<file path="src/rtl/mdu_iter_pkg.sv">
// Shared encodings for the iterative multiply/divide unit: operation codes and FSM states.
package mdu_iter_pkg;

    localparam logic [1:0] MDU_MUL   = 2'b00;
    localparam logic [1:0] MDU_MULHU = 2'b01;
    localparam logic [1:0] MDU_DIVU  = 2'b10;
    localparam logic [1:0] MDU_REMU  = 2'b11;

    localparam logic [1:0] S_IDLE = 2'b00;
    localparam logic [1:0] S_RUN  = 2'b01;
    localparam logic [1:0] S_DONE = 2'b10;

    // op[1] selects divide, op[0] selects the upper register (hi / remainder).
    function automatic logic op_is_div(input logic [1:0] op_code);
        return op_code[1];
    endfunction

    function automatic logic op_uses_hi(input logic [1:0] op_code);
        return op_code[0];
    endfunction

endpackage

</file>
<file path="src/rtl/mdu_iter_step.sv">
// One combinational iteration: shift-add multiply step or restoring-divide step on {hi, lo}.
module mdu_iter_step #(
    parameter int WIDTH = 16
) (
    input  logic             div_mode,
    input  logic [WIDTH-1:0] hi_in,
    input  logic [WIDTH-1:0] lo_in,
    input  logic [WIDTH-1:0] opb,
    output logic [WIDTH-1:0] hi_out,
    output logic [WIDTH-1:0] lo_out
);

    logic [WIDTH:0]   sum;
    logic [WIDTH:0]   shifted;
    logic [WIDTH-1:0] diff;
    logic             borrow;

    always_comb begin
        sum     = {1'b0, hi_in} + (lo_in[0] ? {1'b0, opb} : '0);
        // Remainder may reach WIDTH+1 bits after the shift; only the low bits survive a subtract.
        shifted = {hi_in, lo_in[WIDTH-1]};
        borrow  = shifted < {1'b0, opb};
        diff    = shifted[WIDTH-1:0] - opb;
        if (div_mode) begin
            hi_out = borrow ? shifted[WIDTH-1:0] : diff;
            lo_out = {lo_in[WIDTH-2:0], ~borrow};
        end else begin
            hi_out = sum[WIDTH:1];
            lo_out = {sum[0], lo_in[WIDTH-1:1]};
        end
    end

endmodule

</file>
<file path="src/rtl/mdu_iter.sv">
// Iterative unsigned multiply/divide unit: IDLE -> RUN (WIDTH steps) -> DONE write pulse.
module mdu_iter
    import mdu_iter_pkg::*;
#(
    parameter int WIDTH = 16
) (
    input  logic             clk,
    input  logic             rst,
    input  logic             start,
    input  logic [1:0]       op,
    input  logic [WIDTH-1:0] opa,
    input  logic [WIDTH-1:0] opb,
    input  logic [2:0]       dest,
    output logic             busy,
    output logic             write,
    output logic [2:0]       writeregsel,
    output logic [WIDTH-1:0] writedata,
    output logic             err
);

    localparam int CNT_W = $clog2(WIDTH);

    logic [1:0]       state_q, state_d;
    logic [CNT_W-1:0] cnt_q, cnt_d;
    logic [1:0]       op_q, op_d;
    logic [WIDTH-1:0] opb_q, opb_d;
    logic [2:0]       dest_q, dest_d;
    logic [WIDTH-1:0] hi_q, hi_d;
    logic [WIDTH-1:0] lo_q, lo_d;
    logic [WIDTH-1:0] hi_step, lo_step;

    mdu_iter_step #(.WIDTH(WIDTH)) u_step (
        .div_mode (op_is_div(op_q)),
        .hi_in    (hi_q),
        .lo_in    (lo_q),
        .opb      (opb_q),
        .hi_out   (hi_step),
        .lo_out   (lo_step)
    );

    always_comb begin
        state_d = state_q;
        cnt_d   = cnt_q;
        op_d    = op_q;
        opb_d   = opb_q;
        dest_d  = dest_q;
        hi_d    = hi_q;
        lo_d    = lo_q;
        case (state_q)
            S_IDLE: begin
                if (start) begin
                    op_d    = op;
                    opb_d   = opb;
                    dest_d  = dest;
                    hi_d    = '0;
                    lo_d    = opa;
                    cnt_d   = '0;
                    state_d = S_RUN;
                end
            end
            S_RUN: begin
                hi_d = hi_step;
                lo_d = lo_step;
                if (cnt_q == CNT_W'(WIDTH - 1)) begin
                    cnt_d   = '0;
                    state_d = S_DONE;
                end else begin
                    cnt_d = cnt_q + 1'b1;
                end
            end
            S_DONE:  state_d = S_IDLE;
            default: state_d = S_IDLE;
        endcase
    end

    always_ff @(posedge clk) begin
        if (rst) begin
            state_q <= S_IDLE;
            cnt_q   <= '0;
            op_q    <= '0;
            opb_q   <= '0;
            dest_q  <= '0;
            hi_q    <= '0;
            lo_q    <= '0;
        end else begin
            state_q <= state_d;
            cnt_q   <= cnt_d;
            op_q    <= op_d;
            opb_q   <= opb_d;
            dest_q  <= dest_d;
            hi_q    <= hi_d;
            lo_q    <= lo_d;
        end
    end

    // Divide by zero needs no special datapath: the quotient fills with ones and opa shifts into rem.
    always_comb begin
        busy        = (state_q != S_IDLE);
        write       = (state_q == S_DONE);
        writeregsel = dest_q;
        writedata   = '0;
        err         = 1'b0;
        if (write) begin
            writedata = op_uses_hi(op_q) ? hi_q : lo_q;
            err       = op_is_div(op_q) && (opb_q == '0);
        end
    end

endmodule

</file>
<file path="config.mk">
export PLATFORM = sky130hd
export DESIGN_NAME = mdu_iter
export DESIGN_NICKNAME = d
export VERILOG_FILES = /design/src/rtl/mdu_iter_pkg.sv /design/src/rtl/mdu_iter_step.sv /design/src/rtl/mdu_iter.sv
export SDC_FILE = /design/constraint.sdc
export NUM_CORES = 1
export LEC_CHECK = 0
export ABC_AREA = 1
export BUFFER_PORTS_ARGS = -buffer_cell sky130_fd_sc_hd__buf_2
export CELL_PAD_IN_SITES_DETAIL_PLACEMENT = 0
export CELL_PAD_IN_SITES_GLOBAL_PLACEMENT = 1
export CORE_MARGIN = 2
export CORE_UTILIZATION = 41
export DETAILED_ROUTE_END_ITERATION = 10
export PLACE_DENSITY_LB_ADDON = 0.2
export SYNTH_ARGS = -nofsm -noshare
export SYNTH_HDL_FRONTEND = slang
export SYNTH_SLANG_ARGS = --single-unit
</file>
<file path="constraint.sdc">
create_clock -name clk -period 2.7 [get_ports clk]
set_input_delay 0.54 -clock clk [delete_from_list [all_inputs] [get_ports clk]]
set_output_delay 0.54 -clock clk [all_outputs]
set_load 0.01 [all_outputs]
</file>
==> results summary, run 1 <==
For hold timing, the worst endpoint is writeregsel[0]$_SDFFE_PP0P_. The total routing resource utilization after global routing came out at 27.9%. Between clock sinks in the finished design, the worst skew comes to 0.00764 ns. The commonest cells after synthesis are nand2_1 (239), a21oi_1 (123), inv_1 (103), nand3_1 (80), dfxtp_1 (59).

Wires add up to 17600 µm. Setup repair after global routing left no endpoint under its margin. The number of placement rows came out at 40. The total iterations of the first detailed-routing run is 5. The run finished with clean final reports. The worst-skew pair later-pin latency came out at 0.35 ns. The synthesized area per cell is 5.91 µm². The clock sink count came out at 59. Entering global routing, the biggest net connects 40 pins.

In this run the critical register-to-register path is launched from lo_q[0]$_SDFFE_PP0P_. 0 antenna diodes ended up in the layout. Compared with the post-synthesis result, the final layout area differs by 15.8%.

For this block, the initial DRC count from the detailed router was 441. The number of post-CTS setup repair buffers is 0. The critical path is of the flip-flop to flip-flop type. STA classifies the critical path startpoint as a flip-flop. The worst path arrival time is 2.67 ns. The maximum level of the CTS H-tree is 3. The share of synthesized flip-flops with an asynchronous set or reset is 0%. The setup violation total in the final timing report is 0. The effective utilization at floorplan is 41.6%. The maximum clock path buffer count is 2. The startpoint of the tightest hold check path is dest[0].

The reg-to-reg setup timing slack is 0.31 ns. The achievable clock frequency came out at 419 MHz. The count of mapped cells out of synthesis came out at 836.

The worst path uses 88.5% of the clock period. The placeable core region came out at 11900 µm². The worst hold path was traced through 3 stages. The first-pass GRT wire length came out at 27900 µm. The power per cell area is 521 nW/µm².

The number of global-route vias before repair came to 5363. The number of cell instances on the worst register-to-register path is 15. The number of clock buffers added by TritonCTS is 9. The number of buffers inserted for hold repair after clock tree synthesis came out at 0. The area share of the leading cell type in the synthesized netlist is 23.9%. The data required time at the worst endpoint came out at 2.98 ns. The top fanout value on the critical path came out at 17. The path class of the tightest hold or removal check is primary input to flip-flop. The worst setup path is captured at a flip-flop.

The largest voltage drop on the vdd net is 0.294 mV. The leakage power total came out at 2.84 nW. After detailed placement, the design holds a cell count of 1031. The clock edge transition at the registers on the reported setup and hold paths is 0.06 ns. The count of final hold-check violations is 0. In the post-synthesis netlist, the cell with the most instances is nand2_1.

The distinct cell type count of the synthesized netlist is 35. The via-per-instance ratio is 5.48. The aggregate negative setup slack is 0 ns. The final core utilization came out at 48.2%. The worst flop-to-flop path endpoint is hi_q[13]$_SDFFE_PP0P_. The number of antenna violations at the first check in global routing came to 0. The global route total overflow is 0. When the netlist entered floorplanning its net count stood at 911. The number of synthesized register bits is 59. The largest total area in the synthesized netlist belongs to dfxtp_1. The max-capacitance violation count came out at 0.

The relative max-transition margin is 42.8%. The slew at the pin closest to its max-slew limit is 0.856 ns. The power after layout is 2.98 mW. The I/O pin count is 62.

The clock tree from TritonCTS is built. The clock tree root driver cell is clkbuf_16. The height of the die came out at 114 µm. The sum of net half-perimeters after detailed placement is 13600 µm. The post-route antenna net violation count is 0. The die area is 12900 µm².

The final net count came out at 970. Among all flip-flop cells after synthesis, the most frequent one is dfxtp_1. The DRC violation count after routing is 0. In this run the cell area of the synthesized design comes to 4940 µm². The final max-slew violation count came out at 0. Once layout is complete, the cells apart from fillers number 1047. The wire length per cell came out at 16.8 µm.

The number of resized instances in the post-cts repair step came out at 0. The shortest period the worst path allows is 2.39 ns. In the post-synthesis netlist, the biggest area contributors are dfxtp_1 (24%), nand2_1 (18%), a21oi_1 (12%).

The number of enable-type register cells in the synthesized netlist is 0. The total number of vias is 5741. In the final layout, the share of cells above drive strength 1 is 12.7%. The final weighted congestion in routability-driven placement came out at 1.01.

The number of port buffers is 61. The share of synthesized area occupied by flip-flops and latches came out at 23.9%. The die width is 114 µm. The total number of yosys warnings is 0.
[flip-flops by register name, indices dropped and copies added (netlist names)]
signal	flops
cnt_q	4
hi_q	16
lo_q	16
op_q	2
opb_q	16
state_q	2
writeregsel	3
[per-layer routing]
metal	global-route usage, %	part of all wire (%)
met3	5.31	7.1
met5	0	0
met1	36.6	45
met2	44.5	44
met4	13.1	4.0
[critical path: stages, from the launching register on]
cell and delay, ns:
dfxtp_1 0.31, buf_4 0.22, nand2_1 0.07, inv_1 0.06, ha_1 0.20, inv_1 0.08, fa_1 0.39, inv_1 0.10
nand2_1 0.07, nand3_1 0.14, nand3_1 0.11, a21oi_1 0.15, nor2_1 0.06, nor2_1 0.16, nand2_1 0.07, a21oi_1 0.12
[how the worst max path moves through the flow]
stage,from,to,slack [ns],cells after the start
final,lo_q[0]$_SDFFE_PP0P_,hi_q[13]$_SDFFE_PP0P_,0.31,15
after CTS,lo_q[0]$_SDFFE_PP0P_,hi_q[13]$_SDFFE_PP0P_,0.31,15
after floorplan,lo_q[0]$_SDFFE_PP0P_,hi_q[13]$_SDFFE_PP0P_,0.38,16
after global routing,lo_q[0]$_SDFFE_PP0P_,hi_q[13]$_SDFFE_PP0P_,0.03,15
after global placement,lo_q[0]$_SDFFE_PP0P_,hi_q[15]$_SDFFE_PP0P_,0.42,17
after detailed placement,lo_q[0]$_SDFFE_PP0P_,hi_q[13]$_SDFFE_PP0P_,0.34,15
[layout by cell type, fill, tap and decap left out, types with 4 or more instances in the layout]
cell type	instances
clkbuf_16	9
nand3_1	80
inv_1	103
a21oi_1	123
xor2_1	7
nand3b_1	4
o21ai_0	56
dfxtp_1	59
clkinvlp_4	4
ha_1	33
nor2_1	48
buf_4	22
o21ai_1	4
nand4_1	10
nor3_1	5
buf_2	61
nand2_1	239
[power breakdown]
group	switching (mW)	total [mW]	internal [mW]	leakage, nW
sequential	0.0661	1.00	0.938	0.486
combinational	0.584	0.876	0.292	2.23
clock	0.474	1.10	0.623	0.124
[stage by stage]
step / setup WS (ns) / hold slack [ns] / area, µm²
finish: 0.311 / 0.461 / 5720
global route: 0.0341 / 0.461 / 5720
CTS: 0.308 / 0.459 / 5720
detailed placement: 0.337 / 0.469 / 5440
global placement: 0.417 / 0.460 / 5440
floorplan: 0.380 / 0.447 / 4940
[cell families after synthesis]
logic type	share of synthesized area, %
AOI/OAI and AO/OA	19.9
xor gates and xnor gates	1.24
adders and majority gates	9.17
buffers and inverters	11.2
DFF	23.9
and+or+nand+nor	34.6
[final cells by class]
cell class,count,area [µm²]
clock buffer,9,225
clock inverter,7,52.6
fill,1279,6140
inverter,107,402
multi-input combinational,635,3200
sequential,59,1180
tap,147,184
timing repair buffer,83,470
Power figures use the tool's default switching activity.
==> inputs of run 2 (changes only) <==
CORE_UTILIZATION = 42   (was 41)
CTS_BUF_LIST = sky130_fd_sc_hd__clkbuf_4 sky130_fd_sc_hd__clkbuf_8   (was unset)
RECOVER_POWER = 50   (was unset)
clock period = 2.6 ns   (was 2.7 ns; I/O delays follow)
==> run 2 against run 1 <==
- the flow now finishes with violations (capacitance limit, slew limit)
- largest power group is now sequential cells
- first-iteration DRC count shrank 5.0%
- count of clock-buffer cells in the layout increased by 2
- final cell count about the same
==> results summary, run 2 (synthesized netlist as in run 1, its figures left out) <==
The first-pass GRT wire length is 27500 µm. Entering global routing, the biggest net connects 40 pins. The largest stage delay on the critical path is 0.34 ns.

The final setup skew came out at 0.0138 ns. The flow ran to the end, but the final reports show violations. The least setup slack across all paths after layout is 0.172 ns. The die area came out at 12600 µm². Along the worst path, the maximum fanout reaches 6. Of the total power, the clock network draws 28.9%. The endpoint kind of the worst setup timing path is an output pin.

The final max-slew violation count is 40. The family with the most delay on the worst path is simple AND/OR/NAND/NOR gates. Clock-pin slew was measured on the worst setup and hold paths at 0.07 ns.

The number of buffers inserted for hold repair after clock tree synthesis is 0. The number of global-route vias before repair came to 5241. The number of buffers created by CTS is 9. The placeable core region came out at 11500 µm². The leakage power total is 2.80 nW. For this design, the slowest cell found on the critical path is dfxtp_1. In the routed design, unresolved DRC markers number 0. Counting cells, the worst reg-to-reg path comes to 15.

The total routing resource utilization after global routing came out at 27.9%. The pre-CTS worst setup slack came out at 0.192 ns. The critical path start-end classification is flip-flop to output pin. The number of antenna violations at the first check in global routing came out at 0.

The maximum clock path buffer count came out at 2. The worst-skew pair later-pin latency came out at 0.36 ns. In the layout the commonest cells are nand2_1 (239), a21oi_1 (123), inv_1 (103). The initial utilization of the core area, before any placement, comes to 43.1%. The count of final hold-check violations came out at 0. The DRC violation total after the first TritonRoute iteration came out at 419.

The most common cell after layout, fill and taps aside is nand2_1. The achievable clock frequency came out at 412 MHz. The power per cell area came out at 486 nW/µm². The startpoint identified for the worst register-to-register timing path is lo_q[0]$_SDFFE_PP0P_. In this run the tool buffered the top-level ports with 61 buffer cells.

The total iterations of the first detailed-routing run came out at 5. The worst setup path is launched from a flip-flop. The max-capacitance violation count came out at 1.

The global route total overflow is 0. The wire-length estimate of the detail-placed layout is 13700 µm. Setup repair after global routing left no endpoint under its margin. The internal portion of the total power is 1.65 mW. The final standard cell area without fillers came out at 5630 µm². After detailed routing, the average wire length per cell comes to 16.7 µm. Setup violations remaining at the end of the flow were counted as 0. For this design the total switching power over the nets is 1.09 mW. The maximum level of the CTS H-tree is 3. In the final layout, the registers with the most flip-flops are hi_q (16), lo_q (16), opb_q (16). The proportion of total power due to net switching is 39.9%. The shortest period the worst path allows is 2.43 ns.

TritonCTS built the clock tree. The largest voltage drop on the vdd net is 0.410 mV. The number of placement rows came out at 39.

The startpoint of the tightest hold check path is dest[2]. The routed wire length is 17500 µm. The logic gate share of total power is 32.9%. The count of nets left with antenna violations once routing finished came out at 0.

In this run the worst setup path begins at state_q[1]$_SDFFE_PP0P_. The number of stages on the worst hold path came out at 3. The worst register-to-register path has a setup slack of 0.17 ns. The part of the cycle the worst path needs is 93.4%.

The number of buffers and inverters on the critical path is 3. The antenna diode instance count is 0. Data on the critical path arrives at its endpoint at 1.91 ns. After detailed routing, the number of vias per cell comes to 5.34. The checks that failed: capacitance limit, slew limit.

The net count of the finished layout is 973. The worst register-to-register path ends at hi_q[13]$_SDFFE_PP0P_. The total number of vias is 5586. The relative max-transition margin is -5.32%. The slew at the pin closest to its max-slew limit is 1.58 ns.

Counting every sink on the clock net gives 59. STA puts the critical path data required time at 2.08 ns. The final weighted congestion in routability-driven placement came out at 0.924. Summing all placed instances gives a cell area of 5460 µm². The worst hold path belongs to the class primary input to flip-flop. The growth of design area from synthesis to finish is 14.1%. From bottom edge to top edge, the die measures 112 µm.

The aggregate negative setup slack is 0 ns. The share of cells above drive strength 1 came out at 12.3%. The die width is 112 µm. The path with the worst hold slack has its endpoint at writeregsel[2]$_SDFFE_PP0P_.

The clock tree root driver cell is clkbuf_8. 62 I/O pins were placed. The critical path goes through inv_1, nor2_1, clkbuf_1, nand4_1, nor4_1, buf_2. Sequential cells burn 38.2% of the power.
==> run 2: cell count changes in the layout (fill, tap and decap cells not counted), sizes merged <==
cell and delta:
clkinvlp -1, clkbuf +9, inv -1, buf -4
==> run 2: cell type report <==
| type | instances | area [µm²] |
|---|---|---|
| Inverter | 107 | 402 |
| Clock buffer | 11 | 139 |
| Sequential cell | 59 | 1180 |
| Tap cell | 143 | 179 |
| Timing Repair Buffer | 86 | 484 |
| Fill cell | 1222 | 5830 |
| Multi-Input combinational cell | 635 | 3210 |
| Clock inverter | 5 | 40.0 |
==> run 2: metal layers <==
metal	vias up	track usage, %	wire length (µm)
met5	-	0	0
met4	0	9.59	552
met3	29	6.37	1150
met2	179	45.3	7970
met1	2524	36.6	7840
li1	2854	-	-
==> run 2: worst min-delay path, cell delays in order <==
cell	delay [ns]
buf_2	0.07
o21ai_0	0.07
nor2_1	0.08
==> run 2: power groups by stage <==
| stage | Combinational (mW) | Sequential, mW | Clock (mW) |
|---|---|---|---|
| after floorplan | 0.645 | 1.04 | 0 |
| after global placement | 0.887 | 1.06 | 0 |
| after detailed placement | 0.889 | 1.06 | 0 |
| after CTS | 0.892 | 1.04 | 0.809 |
| after global routing | 1.00 | 1.05 | 0.842 |
| final | 0.901 | 1.05 | 0.791 |
==> run 2: worst max-delay path by stage <==
stage | endpoint | slack (ns) | depth (start not counted)
after floorplan | hi_q[13]$_SDFFE_PP0P_ | 0.28 | 16
after global placement | hi_q[13]$_SDFFE_PP0P_ | 0.24 | 15
after detailed placement | hi_q[13]$_SDFFE_PP0P_ | 0.19 | 15
after CTS | hi_q[13]$_SDFFE_PP0P_ | 0.18 | 15
after global routing | hi_q[13]$_SDFFE_PP0P_ | 0.02 | 15
final | err | 0.17 | 6
==> run 2: stage by stage <==
stage	power [mW]	instances	hold slack, ns	util [%]
2_1_floorplan	1.68	836	0.447	-
3_3_place_gp	1.95	1030	0.457	47.6
3_5_place_dp	1.95	1030	0.471	47.6
4_1_cts	2.75	1046	0.400	49.2
5_1_grt	2.90	1046	0.434	49.1
6_report	2.74	1046	0.419	49.1
==> run 2: repair_timing <==
action,CTS,global route
gates resized for setup,0,3
hold endpoints to repair,0,0
setup endpoints to repair,0,3
buffers inserted,0,0
